$ cat src/rtl/gmii_rx_frame_checker_pkg.sv
// Shared GMII receive constants, error-bit indices and state encoding.
// Imported by the frame checker, its CRC helper and the bench.
package gmii_pkg;

  localparam logic [7:0]  PREAMBLE    = 8'h55;
  localparam logic [7:0]  SFD         = 8'hD5;

  localparam logic [31:0] CRC_POLY    = 32'hEDB88320;
  localparam logic [31:0] CRC_INIT    = 32'hFFFFFFFF;
  localparam logic [31:0] CRC_RESIDUE = 32'hDEBB20E3;

  localparam int ERR_CRC  = 0;
  localparam int ERR_RUNT = 1;
  localparam int ERR_OVER = 2;
  localparam int ERR_RXER = 3;

  typedef enum logic [1:0] {
    S_IDLE,
    S_PREAMBLE,
    S_DATA,
    S_DROP
  } state_e;

endpackage

$ cat src/rtl/gmii_rx_frame_checker_crc32.sv
// Combinational CRC-32 update over one byte, reflected, LSB first.
// Shared between the RX checker and the TX FCS generator.
module crc32_byte
  import gmii_pkg::*;
(
  input  logic [31:0] crc,
  input  logic [7:0]  data,
  output logic [31:0] result
);

  // eight unrolled shift/xor steps of the reflected polynomial
  always_comb begin
    result = crc ^ {24'd0, data};
    for (int i = 0; i < 8; i++) begin
      result = result[0] ? ((result >> 1) ^ CRC_POLY)
                         : (result >> 1);
    end
  end

endmodule

$ cat config.mk
export PLATFORM = sky130hd
export DESIGN_NAME = crc32_byte
export DESIGN_NICKNAME = d
export VERILOG_FILES = /design/src/rtl/gmii_rx_frame_checker_pkg.sv /design/src/rtl/gmii_rx_frame_checker_crc32.sv
export SDC_FILE = /design/constraint.sdc
export NUM_CORES = 1
export LEC_CHECK = 0
export ABC_AREA = 1
export CAP_MARGIN = 10
export CORE_AREA = 2 2 62 58
export DETAILED_ROUTE_END_ITERATION = 16
export DIE_AREA = 0 0 64 60
export PLACE_DENSITY = 0.93
export SYNTH_ARGS = -nofsm -noshare
export SYNTH_HDL_FRONTEND = slang
export SYNTH_SLANG_ARGS = --single-unit
$ cat constraint.sdc
create_clock -name vclk -period 2.5
set_input_delay 0.5 -clock vclk [all_inputs]
set_output_delay 0.5 -clock vclk [all_outputs]
set_load 0.05 [all_outputs]
==> run summary <==
The run finished with clean final reports. Max-cap violations in this run came to 0. The clock period could shrink to 2470 ps.

Setup violations remaining at the end of the flow were counted as 0. The standard-cell row count is 20. Clock buffers in the final layout number 0. Count of pins on the block boundary: 72. Of the total power, combinational logic draws 100.0%. The class of the most critical hold timing path was in2out. Once the floorplan was initialized, standard cells occupied 42.6% of the core.

Setup total negative slack on the finished layout was measured at 0 ps. There are 0 flip-flops and latches. In this run the standard cell core region covers 0.00323 sq mm. The count of unique library cells instantiated by Yosys was 17; the count of input and output buffers was 72. Routability-driven placement finished with a final weighted congestion of 0.837. The number of nets produced by synthesis is 297, and the slew at the pin with the worst max-slew slack is 284 ps.

At the worst endpoint, the arrival time is 1970 ps. The die width was 64 um; the average cell area after synthesis was 5.35 sq um. The number of diodes is 0. The smallest hold slack was 1700 ps. In the final layout, the share of cells above drive strength 1 is 33.8%. In the post-synthesis netlist, the biggest area contributors are nand2_1 (33%), xor2_1 (15%), inv_1 (9.6%).

In the final layout, flip-flops and latches occupy 0 sq um. After detailed routing, the number of remaining DRC violations is 0. The first detailed-routing pass ran for 4 iterations. For the netlist area before placement, the log shows 0.00137 sq mm. Static timing analysis puts the maximum clock frequency at 404 MHz.

For this run, the number of Yosys warnings is 0. The share of the Yosys chip area taken by registers is 0%. Entering global routing, the biggest net connects 9 pins. After layout, the worst path uses 98.9% of the clock period. The logs give 318 uV for the maximum ir drop on the vdd rail and 1919 for the via count of the first global-routing pass. In the global route stage, overall resource usage came out at 25.7%.

Counting instances in the post-synthesis netlist gives the leading cell types as nand2_1 (122), inv_1 (35), xor2_1 (24), nand3_1 (23), nand2_2 (21). The logs give 397 for the number of nets at the end of the flow and 1.60 nW for the leakage power. The highest net fanout along the worst path works out to 6. The number of placed instances, taps included, is 398.

The wire length of the first global-routing pass was 8070 um; the count of endpoints failing hold in the final timing report was 0. The cell type with the highest aggregate area in the netlist was nand2_1. For the half-perimeter wire length after detailed placement, the log shows 4100 um. The worst max-slew margin expressed relative to the limit is 81.0%, and the top cell type's share of synthesized area is 33.3%. Part of the total power dissipated in the clock network: 0%. The count of routing violations after the opening detailed-route iteration is 124, and the die height is 60 um. In this run the power spent charging and discharging nets is 0.829 mW.

The final layout contains routed wiring with a total length of 5400 um. Initial antenna violation count: 0. Global route total overflow: 0.

Most frequently used cell type in the post-synthesis netlist: nand2_1. The endpoint class of the critical path was a primary output. The area overhead of the layout relative to synthesis was 103%.

The worst setup path is launched from a primary input. The run gives 1966 as the via total after detailed routing. In the final routed layout, each cell accounts on average for 13.5 um. Sequential fraction of design power: 0%.

The max-slew violation total from the final report is 0. The finished layout holds 399 standard cells, fillers aside. The switching power share of the total is 55.0%, and the area of the die is 0.00384 sq mm. Synthesis produced a netlist whose cell count is 257. Summing all placed instances gives a cell area of 0.00266 sq mm. With fillers left out, the area of the finished cells amounts to 0.00279 sq mm.

The detail-routed via count per cell was 4.93; the number of antenna-violating nets in the routed design was 0. By startpoint and endpoint, the worst setup path is classified as in2out. Data on the critical path is required at its endpoint by 2000 ps. Dividing total power by cell area gives a power density of 539 mW/mm^2. The run gives 0.677 mW as the total internal power.
what timing repair did:
item	CTS	global route
pin swaps	4	11
buffers inserted	0	1
hold buffers	0	0
setup endpoints to repair	19	20
resized for setup	21	21
logic make-up after synthesis:
| group | synth area share [%] |
|---|---|
| simple gates | 65.3 |
| xor+xnor | 23.1 |
| buf+inv | 11.6 |
power groups by stage:
| stage | Sequential, mW | Clock (mW) | Combinational, mW |
|---|---|---|---|
| floorplan | 0 | 0 | 0.736 |
| global placement | 0 | 0 | 1.41 |
| detailed placement | 0 | 0 | 1.45 |
| CTS | 0 | 0 | 1.46 |
| global route | 0 | 0 | 1.57 |
| finish | 0 | 0 | 1.51 |
worst paths after layout:
path | start | end | slack (ps) | cells after the start
worst max-delay path | data[1] | result[23] | 30 | 13
worst min-delay path | crc[3] | result[11] | 1700 | 5
per-layer routing:
metal / vias to the layer above / global-route usage (%) / routed length (um)
met5: - / 0 / 0
met2: 95 / 51.5 / 2870
met3: 14 / 3.58 / 351
met4: 0 / 6.52 / 140
li1: 955 / - / -
met1: 902 / 28.6 / 2040
cell usage in the layout, fill, tap and decap left out, types with 2 or more instances in the layout:
master and n:
nand2_1 110, inv_1 34, buf_12 31, nand2_2 29, buf_4 25, clkdlybuf4s50_1 24
nand3_1 22, xor2_1 20, nand2_4 14, dlygate4sd2_1 8, dlymetal6s2s_1 8, inv_2 6
xor2_2 5, xnor2_1 5, nand2_8 3, xnor2_2 2, nand3_2 2
area by class of cell:
type / instances / area, sq um
inverter: 41 / 159
multi-input combinational: 216 / 1320
timing repair buffer: 98 / 1260
tap: 44 / 55.1
fill: 177 / 435
worst max-delay path, stage by stage:
cell           delay, ps
dlygate4sd2_1        270
inv_1                130
nand2_1               80
nand2_2              150
buf_4                150
nand2_1               60
nand2_1               80
nand2_1               80
nand3_1              120
nand2_1               70
nand2_1               70
nand2_2               70
buf_12               150
stage by stage:
stage          setup slack [ps]  utilization (%)  total power [mW]
2_1_floorplan              34.8                -             0.736
3_3_place_gp              -17.5             82.3              1.41
3_5_place_dp               -154             82.3              1.45
4_1_cts                    1.33             83.4              1.46
5_1_grt                   -40.6             86.5              1.57
6_report                   26.5             86.5              1.51
No activity file was read; power rests on OpenSTA's default activity.
